## config.mk

```make
export PLATFORM = sky130hd
export DESIGN_NAME = multu_unit
export DESIGN_NICKNAME = d
export VERILOG_FILES = /design/src/rtl/multu_unit_pkg.sv /design/src/rtl/multu_datapath.sv /design/src/rtl/multu_unit.sv
export SDC_FILE = /design/constraint.sdc
export NUM_CORES = 1
export LEC_CHECK = 0
export ABC_AREA = 1
export BUFFER_PORTS_ARGS = -buffer_cell sky130_fd_sc_hd__buf_2
export CELL_PAD_IN_SITES_DETAIL_PLACEMENT = 1
export CELL_PAD_IN_SITES_GLOBAL_PLACEMENT = 1
export CORE_MARGIN = 1.5
export CORE_UTILIZATION = 35
export DETAILED_ROUTE_END_ITERATION = 8
export PLACE_DENSITY = 0.79
export SYNTH_ARGS = -nofsm -noshare
export SYNTH_HDL_FRONTEND = slang
export SYNTH_SLANG_ARGS = --single-unit
```

## constraint.sdc

```tcl
create_clock -name clk -period 5.1 [get_ports clk]
set_input_delay 0.255 -clock clk [delete_from_list [all_inputs] [get_ports clk]]
set_output_delay 0.255 -clock clk [all_outputs]
set_load 0.01 [all_outputs]
```

## src/rtl/multu_unit_pkg.sv

```systemverilog
// Pipeline-wide ALU operation codes and the state encoding of the iterative multiplier.
package multu_unit_pkg;

    localparam logic [3:0] ALU_ADD   = 4'b0000;
    localparam logic [3:0] ALU_MULTU = 4'b1000;
    localparam logic [3:0] ALU_ADDU  = 4'b1001;
    localparam logic [3:0] ALU_SUBU  = 4'b1010;
    localparam logic [3:0] ALU_NOP   = 4'b1111;

    typedef enum logic [1:0] {
        ST_IDLE = 2'b00,
        ST_BUSY = 2'b01,
        ST_DONE = 2'b10
    } multu_state_e;

endpackage

```

## src/rtl/multu_datapath.sv

```systemverilog
// Shift-add multiply datapath: multiplicand, accumulator/multiplier shift pair and step counter.
module multu_datapath #(
    parameter  int WIDTH = 32,
    localparam int CNT_W = $clog2(WIDTH)
) (
    input  logic               clk,
    input  logic               rst,
    input  logic               load,
    input  logic               step,
    input  logic [WIDTH-1:0]   mcand_in,
    input  logic [WIDTH-1:0]   mplier_in,
    output logic               last,
    output logic [2*WIDTH-1:0] product_next
);

    logic [WIDTH-1:0] mcand_reg;
    logic [WIDTH-1:0] acc_reg;
    logic [WIDTH-1:0] mplier_reg;
    logic [CNT_W-1:0] count_reg;
    logic [WIDTH:0]   sum;

    // The carry out of the add lands in acc's MSB after the right shift, so nothing is lost.
    always_comb begin
        sum          = {1'b0, acc_reg} + (mplier_reg[0] ? {1'b0, mcand_reg} : '0);
        product_next = {sum, mplier_reg[WIDTH-1:1]};
        last         = (count_reg == CNT_W'(WIDTH - 1));
    end

    always_ff @(posedge clk or posedge rst) begin
        if (rst) begin
            mcand_reg  <= '0;
            acc_reg    <= '0;
            mplier_reg <= '0;
            count_reg  <= '0;
        end else if (load) begin
            mcand_reg  <= mcand_in;
            acc_reg    <= '0;
            mplier_reg <= mplier_in;
            count_reg  <= '0;
        end else if (step) begin
            {acc_reg, mplier_reg} <= product_next;
            count_reg             <= count_reg + 1'b1;
        end
    end

endmodule

```

## src/rtl/multu_unit.sv

```systemverilog
// EX-stage MULTU sequencer: stalls the pipe for the iterative multiply and commits HI/LO.
module multu_unit
    import multu_unit_pkg::*;
#(
    parameter int         WIDTH    = 32,
    parameter logic [3:0] MULTU_OP = ALU_MULTU
) (
    input  logic             clk,
    input  logic             rst,
    input  logic             ex_valid,
    input  logic [3:0]       alu_op,
    input  logic [WIDTH-1:0] rs_val,
    input  logic [WIDTH-1:0] rt_val,
    input  logic             flush,
    output logic             stall,
    output logic             done,
    output logic [WIDTH-1:0] hi,
    output logic [WIDTH-1:0] lo
);

    multu_state_e       state_reg;
    multu_state_e       state_next;
    logic               req;
    logic               load;
    logic               step;
    logic               commit;
    logic               last;
    logic [2*WIDTH-1:0] product_next;

    assign req = ex_valid & (alu_op == MULTU_OP) & ~flush;

    multu_datapath #(
        .WIDTH (WIDTH)
    ) u_datapath (
        .clk          (clk),
        .rst          (rst),
        .load         (load),
        .step         (step),
        .mcand_in     (rs_val),
        .mplier_in    (rt_val),
        .last         (last),
        .product_next (product_next)
    );

    always_ff @(posedge clk or posedge rst) begin
        if (rst) begin
            state_reg <= ST_IDLE;
        end else begin
            state_reg <= state_next;
        end
    end

    always_comb begin
        state_next = state_reg;
        load       = 1'b0;
        step       = 1'b0;
        commit     = 1'b0;
        stall      = 1'b0;
        done       = 1'b0;
        case (state_reg)
            ST_IDLE: begin
                if (req) begin
                    stall      = 1'b1;
                    load       = 1'b1;
                    state_next = ST_BUSY;
                end
            end
            ST_BUSY: begin
                stall = 1'b1;
                if (flush) begin
                    state_next = ST_IDLE;
                end else begin
                    step = 1'b1;
                    if (last) begin
                        commit     = 1'b1;
                        state_next = ST_DONE;
                    end
                end
            end
            ST_DONE: begin
                // A req still present here is the same instruction; never restart on it.
                done       = 1'b1;
                state_next = ST_IDLE;
            end
            default: begin
                state_next = ST_IDLE;
            end
        endcase
        if (rst) begin
            stall = 1'b0;
            done  = 1'b0;
        end
    end

    always_ff @(posedge clk or posedge rst) begin
        if (rst) begin
            hi <= '0;
            lo <= '0;
        end else if (commit) begin
            hi <= product_next[2*WIDTH-1:WIDTH];
            lo <= product_next[WIDTH-1:0];
        end
    end

endmodule

```

==> flow_summary_export.csv, run 1 <==
group,metric,value,unit
status,status,"finished, final reports clean",
power_and_ir_drop,swShare,0.346,
floorplan,start_util,0.359,
layout,instances_no_fill,1701,
logic_synthesis,yosys_warnings,0,
logic_synthesis,ys_seq_area_frac,0.458,
timing,fmaxAchievable,0.317,GHz
floorplan,die_x,164,µm
route,wirelength,27500,µm
layout,multi_input_area,0.00399,mm²
power_and_ir_drop,p_int,2.47,mW
logic_synthesis,yosys.cell_types.count,33,
place,pre_cts_slack,1950,ps
timing,hold_viol,0,
worst_hold_path,min_path_cells,3,
timing,rsz0062_at_grt,"no",
clocking,post_cts_buffers,0,
timing,setup_viol,0,
layout,utilization,0.425,
place,io_buffers,137,
clocking,insertion_delay,450,ps
timing,fin_ws,1940,ps
power_and_ir_drop,p_sw,1.31,mW
worst_setup_path,cp-start-kind,"flip-flop",
power_and_ir_drop,vdd_ir_drop_max,0.212,mV
clocking,post_cts_resized,0,
route,remaining_drc_errors,0,
power_and_ir_drop,power.share.clock,0.382,
power_and_ir_drop,power.total,3.78,mW
layout,area_growth,18.3,%
layout,final_layout_size_suffix_gt1_frac,0.139,
route,drt-initial-drc-count,470,
global_route,track_usage,0.215,
worst_setup_path,cp.required,5480,ps
route,wl_per_cell,16.1,µm
worst_setup_path,crit_path_max_fanout,48,
worst_setup_path,r2r_cells,9,
logic_synthesis,syn_inst,1226,
worst_setup_path,crit_buf_inv,4,
route,first_pass_iters,4,
clocking,clk_path_buf_depth,2,
worst_setup_path,worst-setup-path-type,"flip-flop to flip-flop",
layout,n_fill_cell,3241,
layout,final_nets,1465,
worst_setup_path,crit_chain,"inv_2 -> nor2_2 -> inv_2 -> nor2_8 -> inv_2 -> nand2_2 -> inv_2 -> nand2_1 -> nand2_1",
place,dp_cells,1656,
logic_synthesis,syn-mean-instance-area,7.44,µm²
timing,post-route-min-period,3160,ps
layout,seqCellArea,0.00418,mm²
route,vias,8230,
route,viasPerCell,4.84,
timing,setup_tns,0,ps
worst_setup_path,path_delay_family,"buffers and inverters",
floorplan,die_area,0.0270,mm²
worst_setup_path,reg2reg_from,"state_reg[0]",
worst_setup_path,slowest_stage,"inv_2",
worst_hold_path,hold_start,"rs_val[13]",
global_route,grt_max_degree,109,
worst_setup_path,path_common_cell,"inv_2",
worst_setup_path,startpoint,"state_reg[0]",
floorplan,io_pins,138,
worst_setup_path,critPathMaxStageDelay,760,ps
worst_setup_path,r2r_slack,1940,ps
global_route,grt.overflow.total,0,
power_and_ir_drop,p_leak,6.34,nW
worst_setup_path,critPathArrivalTime,3540,ps
timing,drv_slew,0,
place,gp_congestion,0.885,
power_and_ir_drop,power.share.sequential,0.430,
logic_synthesis,synth_area,0.00912,mm²
place,placed_area,0.0100,mm²
clocking,cts_tree,"built",
worst_setup_path,cp.depth,9,
clocking,cts_max_level,4,
timing,post-route-period-util,0.619,
clocking,clockRootBuffer,"clkbuf_16",
timing,max_slew_margin,0.137,
floorplan,rows,58,
floorplan,coreArea,0.0254,mm²
clocking,cts_buffers,17,
logic_synthesis,ys_top_cells_by_area,"dfrtp_1, nand2_1, inv_1",
worst_hold_path,hp-class,"primary input to flip-flop",
route,postRouteAntennaNets,0,
power_and_ir_drop,power.density,350,mW/mm²
clocking,cts_sinks,167,
power_and_ir_drop,p_comb_frac,0.188,
layout,antenna_cells,0,
timing,finClkSkew,16.9,ps
logic_synthesis,synth.largest_area_cell,"dfrtp_1",
timing,tightest_slew,1290,ps
clocking,clk_pin_slew_worst_paths,80,ps
worst_setup_path,end_kind,"flip-flop",
layout,stdcell_area,0.0108,mm²
logic_synthesis,synth_top_cell_area_share,0.458,
logic_synthesis,syn_nets,1333,
timing,hold_slack,7.69,ps
global_route,grt_first_pass_wirelength,45300,µm
global_route,grt_pass1_vias,8713,
place,hpwlAfterDp,19800,µm
floorplan,die_y,164,µm
logic_synthesis,synth-seq-cells,167,
job,cap_viol_max_count,0,
global_route,antenna_found_initial,0,
## cell usage in the layout (no fill, tap or decap), types with 8 or more instances in the layout
| cell type | count |
|---|---|
| xnor2_1 | 10 |
| dfrtp_1 | 167 |
| nor3_1 | 9 |
| inv_1 | 182 |
| buf_2 | 137 |
| nor2_1 | 44 |
| inv_12 | 8 |
| o221ai_1 | 31 |
| nand2_1 | 527 |
| o21ai_0 | 43 |
| clkbuf_16 | 17 |
| o21ai_1 | 15 |
| ha_1 | 34 |
| nand3_1 | 61 |
| dlygate4sd3_1 | 13 |
| a21oi_1 | 22 |
## cell type report
class / count / share of cell area
Clock buffer: 17 / 0.0394
Tap cell: 330 / 0.0383
Clock inverter: 15 / 0.0216
Sequential cell: 167 / 0.387
Inverter: 188 / 0.0659
Multi-Input combinational cell: 831 / 0.370
Timing Repair Buffer: 153 / 0.0777
## cell families (layout without fill, tap and decap cells)
family	after synthesis	after routing	share of synthesized area
buffers and inverters	228	373	0.105
muxes	1	1	0.00110
adders and majority gates	35	35	0.0489
and+or+nand+nor	663	663	0.294
xor gates and xnor gates	14	14	0.0134
DFF	167	167	0.458
AOI/OAI and AO/OA	118	118	0.0797
## layer usage
metal	vias up	wire length [µm]	track usage
met3	24	1000	0.0339
met5	-	0	0
met4	0	352	0.0495
li1	4070	-	-
met1	3987	12900	0.288
met2	149	13200	0.367
## tightest hold or removal path: stages
cell and delay, ps:
buf_2 80, nand2_1 50, nand2_1 50
## Yosys cell counts, drive strengths merged
library cell	n
nand2	532
inv	188
dfrtp	167
nand3	63
o21ai	58
nor2	48
ha	34
o221ai	31
buf	25
a21oi	22
clkbuf	15
nor3	10
xnor2	10
nand3b	5
nand4	5
xor2	4
o21bai	3
a22o	2
a21o	1
fa	1
mux2i	1
o211ai	1
## power groups by stage
stage | Sequential, mW | Clock (mW) | Combinational [mW]
floorplan | 1.59 | 0 | 0.528
global placement | 1.64 | 0 | 0.673
detailed placement | 1.65 | 0 | 0.701
CTS | 1.63 | 1.47 | 0.717
global route | 1.65 | 1.52 | 0.814
finish | 1.63 | 1.44 | 0.709
## path summary, 6_finish.rpt
path,endpoint
max in group asynchronous,u_datapath.acc_reg[16]
min reg2reg,hi[17]
max reg2reg,u_datapath.acc_reg[26]
max,u_datapath.acc_reg[26]
min in group asynchronous,u_datapath.mplier_reg[4]
min,u_datapath.mcand_reg[13]
## repair_timing
item / CTS / global route
hold buffers: 13 / 0
endpoints found under the hold margin: 79 / 0
endpoints found under the setup margin: 0 / 0
Power figures use the tool's default switching activity.
==> run 2, diff against run 1 <==
--- a/config.mk
+++ b/config.mk
@@ -12,7 +12,7 @@
 export CORE_MARGIN = 1.5
 export CORE_UTILIZATION = 35
 export DETAILED_ROUTE_END_ITERATION = 8
-export PLACE_DENSITY = 0.79
+export PLACE_DENSITY = 0.76
 export SYNTH_ARGS = -nofsm -noshare
 export SYNTH_HDL_FRONTEND = slang
 export SYNTH_SLANG_ARGS = --single-unit
==> constraint.sdc (replaced) <==
create_clock -name clk -period 3 [get_ports clk]
set_input_delay 0.15 -clock clk [delete_from_list [all_inputs] [get_ports clk]]
set_output_delay 0.15 -clock clk [all_outputs]
set_load 0.01 [all_outputs]
==> run 2 against run 1 <==
Compared with the run above:
- wire length grew 6.1%
- combinational power grew 86%
- clock skew increased by 2.0 ps
- first-iteration DRC count is 6.8% lower
- global-route usage increased by 1.4 points
- clock power is 67% higher
- sequential cell count unchanged
- largest power group unchanged
- power is 70% higher
- critical endpoint is now hi[11]
- critical path depth grew 2
- cell count grew 3.5%
- sequential power rose by 67%
==> flow_summary_export.csv, run 2 (synthesis gave the netlist of run 1 again) <==
group,metric,value,unit
status,status,"finished, final reports clean",
layout,stdcell_area,0.0114,mm²
floorplan,die_x,164,µm
place,io_buffers,137,
worst_setup_path,slowest_stage,"fa_1",
clocking,clockRootBuffer,"clkbuf_16",
worst_setup_path,worst-setup-path-type,"flip-flop to flip-flop",
route,wl_per_cell,16.6,µm
worst_setup_path,end_kind,"flip-flop",
power_and_ir_drop,p_leak,6.58,nW
layout,mostFrequentLayoutCell,"nand2_1",
timing,drv_slew,0,
route,viasPerCell,4.83,
timing,rsz0062_at_grt,"no",
floorplan,start_util,0.359,
worst_setup_path,r2r_slack,450,ps
clocking,cts_buffers,17,
place,placed_area,0.0101,mm²
timing,setup_tns,0,ps
job,cap_viol_max_count,0,
floorplan,die_y,164,µm
place,pre_cts_slack,500,ps
timing,tightest_slew,906,ps
global_route,grt_first_pass_wirelength,47900,µm
timing,hold_slack,19.9,ps
floorplan,io_pins,138,
clocking,post_cts_buffers,0,
global_route,grt.overflow.total,0,
worst_setup_path,crit_path_max_fanout,31,
clocking,insertion_delay,460,ps
global_route,use_met3,0.0319,
timing,max_slew_margin,0.396,
route,postRouteAntennaNets,0,
clocking,hold_buffers,64,
timing,fmaxAchievable,0.392,GHz
layout,area_growth,24.7,%
timing,finClkSkew,18.9,ps
power_and_ir_drop,power.total,6.44,mW
worst_setup_path,cp.required,3390,ps
global_route,track_usage,0.229,
worst_setup_path,crit_chain,"buf_4 -> nand2_1 -> inv_1 -> fa_1 -> nand3_1 -> nand3_1 -> nand3_1 -> nand3_1 -> xor2_1 -> nand2_1 -> nand2_1",
route,drt-initial-drc-count,438,
clocking,clk_path_buf_depth,2,
global_route,grt_use_met2,0.376,
layout,utilization,0.448,
route,wirelength,29200,µm
route,first_pass_iters,6,
place,dp_cells,1663,
global_route,grt_max_degree,168,
clocking,clk_pin_slew_worst_paths,80,ps
layout,instances_no_fill,1761,
floorplan,die_area,0.0270,mm²
place,gp_congestion,0.857,
clocking,cts_max_level,4,
timing,setup_viol,0,
layout,final_nets,1523,
timing,post-route-min-period,2550,ps
timing,fin_ws,446,ps
clocking,cts_sinks,167,
worst_setup_path,critPathMaxStageDelay,470,ps
worst_setup_path,critPathArrivalTime,2940,ps
clocking,post_cts_resized,0,
worst_setup_path,path_common_cell,"nand3_1",
clocking,cts_tree,"built",
worst_setup_path,cp-start-kind,"flip-flop",
global_route,use_met1,0.310,
global_route,antenna_found_initial,2,
layout,layout_common_cells,"nand2_1, inv_1, dfrtp_1",
global_route,busiest_layer,"met2",
timing,post-route-period-util,0.851,
power_and_ir_drop,power.density,566,mW/mm²
floorplan,coreArea,0.0254,mm²
worst_hold_path,hp-class,"primary input to asynchronous set/reset pin",
power_and_ir_drop,vdd_ir_drop_max,0.361,mV
global_route,grt_pass1_vias,9062,
floorplan,rows,58,
route,remaining_drc_errors,0,
place,hpwlAfterDp,20100,µm
timing,hold_viol,0,
layout,final_layout_size_suffix_gt1_frac,0.139,
route,vias,8509,
[run 2: changes by cell type in the layout (fill, tap and decap cells not counted), sizes merged]
cell / before / now
clkinvlp: 0 / 1
clkinv: 3 / 6
buf: 140 / 147
inv: 200 / 196
dlygate4sd3: 13 / 64
diode: 0 / 2
[run 2: area by class of cell]
class                           count  area [µm²]
Fill cell                        3246       14000
Inverter                          188         709
Multi-Input combinational cell    831        3990
Timing Repair Buffer              211        1430
Antenna cell                        2        5.00
Tap cell                          330         413
Sequential cell                   167        4180
Clock buffer                       17         425
Clock inverter                     15         224
[run 2: critical path, delay by kind of cell (launching register included)]
kind                       cells  cell delay, ps
xor gates and xnor gates       1             370
buffers and inverters          2             330
adders and majority gates      1             470
DFF                            1             390
and+or+nand+nor                7             920
[run 2: metal layers]
metal | share of wire | routed length, µm
met5 | 0 | 0
met4 | 0.025 | 741
met3 | 0.036 | 1050
met2 | 0.47 | 13700
met1 | 0.47 | 13700
[run 2: final timing paths]
kind                                          startpoint                        to  cells after the start
worst max-delay path            u_datapath.mplier_reg[0]                    hi[11]                     11
worst min-delay path                                 rst              state_reg[0]                      3
worst max register to register  u_datapath.mplier_reg[0]                    hi[11]                     11
worst min register to register                    hi[17]                    hi[17]                      2
max in group asynchronous                            rst                    hi[16]                      3
min in group clk                               alu_op[0]  u_datapath.mcand_reg[28]                      5
[run 2: power breakdown]
group | switching [mW] | internal [mW] | total [mW]
combinational | 0.825 | 0.496 | 1.32
clock | 1.22 | 1.18 | 2.40
sequential | 0.162 | 2.56 | 2.72
==> run 3, diff against run 2 <==
--- a/config.mk
+++ b/config.mk
@@ -13,6 +13,7 @@
 export CORE_UTILIZATION = 35
 export DETAILED_ROUTE_END_ITERATION = 8
 export PLACE_DENSITY = 0.76
+export RECOVER_POWER = 25
 export SYNTH_ARGS = -nofsm -noshare
 export SYNTH_HDL_FRONTEND = slang
 export SYNTH_SLANG_ARGS = --single-unit
==> run 3 against run 2 <==
Compared with the run above:
- the flow now finishes with violations (max-capacitance violations, max-slew violations)
- wire length barely moved
- highest routed layer unchanged
- clock-buffer cell count stayed put
- largest cell class unchanged
- combinational power about the same
- power about the same
- global-route usage is the same
- cell area is 0.12% lower
- core utilization down 0.054 points
- largest power group unchanged
- setup slack improved by 2.2 ps
- clock power is essentially flat
- worst hold slack better by 200 ps
==> flow_summary_export.csv, run 3 (synthesis gave the netlist of run 1 again) <==
group,metric,value,unit
timing,finClkSkew,20.5,ps
route,drt-initial-drc-count,417,
route,highest_layer,"met4",
worst_setup_path,cp-start-kind,"flip-flop",
status,violations,"max-capacitance violations, max-slew violations",
worst_setup_path,worst-setup-path-type,"flip-flop to flip-flop",
route,wl_met3,1020,µm
clocking,cts_sinks,167,
timing,setup_viol,0,
timing,fmaxAchievable,0.392,GHz
place,gp_congestion,0.857,
worst_setup_path,slowest_stage,"fa_1",
floorplan,rows,58,
global_route,track_usage,0.229,
power_and_ir_drop,p_comb_frac,0.205,
clocking,clk_path_buf_depth,2,
timing,rsz0062_at_grt,"no",
global_route,antenna_found_initial,2,
route,viasPerCell,4.84,
route,vias,8519,
global_route,grt.overflow.total,0,
worst_setup_path,end_kind,"flip-flop",
clocking,hold_buffers,64,
route,postRouteAntennaNets,0,
job,cap_viol_max_count,1,
layout,stdcell_area,0.0114,mm²
worst_setup_path,path_common_cell,"nand3_1",
layout,utilization,0.447,
worst_setup_path,rr_endpoint,"hi[11]",
route,wl_per_cell,16.6,µm
timing,post-route-min-period,2550,ps
worst_setup_path,cp.required,3380,ps
floorplan,io_pins,138,
global_route,grt_pass1_vias,9062,
power_and_ir_drop,vdd_ir_drop_max,0.360,mV
worst_setup_path,crit_chain,"buf_4 -> nand2_1 -> inv_1 -> fa_1 -> nand3_1 -> nand3_1 -> nand3_1 -> nand3_1 -> xor2_1 -> nand2_1 -> nand2_1",
clocking,post_cts_buffers,0,
place,placed_area,0.0101,mm²
power_and_ir_drop,power.share.clock,0.372,
clocking,post_cts_resized,0,
layout,n_fill_cell,3249,
layout,area_growth,24.6,%
place,hpwlAfterDp,20100,µm
layout,final_nets,1523,
power_and_ir_drop,swShare,0.342,
route,wirelength,29200,µm
clocking,insertion_delay,460,ps
clocking,clk_pin_slew_worst_paths,80,ps
floorplan,die_y,164,µm
clocking,cts_max_level,4,
layout,seqCellArea,0.00418,mm²
power_and_ir_drop,power.density,567,mW/mm²
timing,post-route-period-util,0.851,
layout,mostFrequentLayoutCell,"nand2_1",
timing,tightest_slew,2350,ps
timing,drv_slew,168,
route,met2_wirelength,13700,µm
route,first_pass_iters,5,
power_and_ir_drop,p_leak,6.57,nW
layout,final_layout_size_suffix_gt1_frac,0.138,
worst_setup_path,critPathArrivalTime,2940,ps
clocking,clockRootBuffer,"clkbuf_16",
status,status,"complete, but fails checks",
route,remaining_drc_errors,0,
worst_setup_path,startpoint,"u_datapath.mplier_reg[0]",
global_route,grt_first_pass_wirelength,47900,µm
floorplan,coreArea,0.0254,mm²
timing,max_slew_margin,-0.566,
global_route,grt_max_degree,168,
timing,hold_slack,216,ps
worst_setup_path,critPathMaxStageDelay,470,ps
timing,setup_tns,0,ps
worst_setup_path,crit_path_max_fanout,31,
worst_setup_path,crit_path_end,"hi[11]",
power_and_ir_drop,p_int,4.23,mW
route,wl_met1,13700,µm
power_and_ir_drop,power.share.sequential,0.423,
timing,hold_viol,0,
floorplan,start_util,0.359,
worst_setup_path,reg2reg_from,"u_datapath.mplier_reg[0]",
floorplan,die_area,0.0270,mm²
place,io_buffers,137,
worst_hold_path,hp-class,"primary input to flip-flop",
floorplan,die_x,164,µm
layout,layout_common_cells,"nand2_1, inv_1, dfrtp_1",
clocking,cts_buffers,17,
layout,multi_input_area,0.00399,mm²
worst_setup_path,r2r_cells,11,
worst_setup_path,r2r_slack,450,ps
power_and_ir_drop,p_sw,2.20,mW
clocking,cts_tree,"built",
## run 3: worst min path at each step
stage	to	slack, ps	from	cells after the start
2_1_floorplan	u_datapath.mcand_reg[0]	260	rs_val[0]	2
4_1_cts	lo[7]	50	rst	3
3_3_place_gp	u_datapath.mcand_reg[11]	350	rs_val[11]	3
3_5_place_dp	u_datapath.mcand_reg[9]	350	rs_val[9]	3
5_1_grt	u_datapath.mcand_reg[27]	250	alu_op[1]	5
6_report	u_datapath.mcand_reg[28]	220	alu_op[0]	5
## run 3: critical path, delay by kind of cell (launching register included)
kind / cells / cell delay (ps)
flops: 1 / 390
xor+xnor: 1 / 370
buf+inv: 2 / 330
fa+ha+maj: 1 / 470
simple gates: 7 / 930
## run 3: cell type report
| type | instances | share of cell area |
|---|---|---|
| Tap cell | 330 | 0.0364 |
| Clock inverter | 15 | 0.0197 |
| Timing Repair Buffer | 211 | 0.124 |
| Antenna cell | 2 | 0.000441 |
| Multi-Input combinational cell | 831 | 0.351 |
| Clock buffer | 17 | 0.0375 |
| Inverter | 188 | 0.0625 |
| Sequential cell | 167 | 0.368 |
## run 3: stage by stage
stage               cells  power [mW]  worst slack [ps]
floorplan            1226        3.60               723
global placement     1663        3.94               515
detailed placement   1663        4.00               500
CTS                  1759        6.48               484
global route         1761        6.78               256
finish               1761        6.43               448
## run 3: layer usage
metal | vias to the layer above | GRT usage
met1 | 4127 | 0.310
met2 | 165 | 0.376
met4 | 0 | 0.0794
met3 | 46 | 0.0319
met5 | - | 0
li1 | 4181 | -
## run 3: power groups by stage
stage / sequential (mW) / clock, mW / combinational (mW)
after floorplan: 2.70 / 0 / 0.898
after global placement: 2.75 / 0 / 1.19
after detailed placement: 2.76 / 0 / 1.24
after CTS: 2.72 / 2.44 / 1.32
after global routing: 2.76 / 2.51 / 1.51
final: 2.72 / 2.39 / 1.32
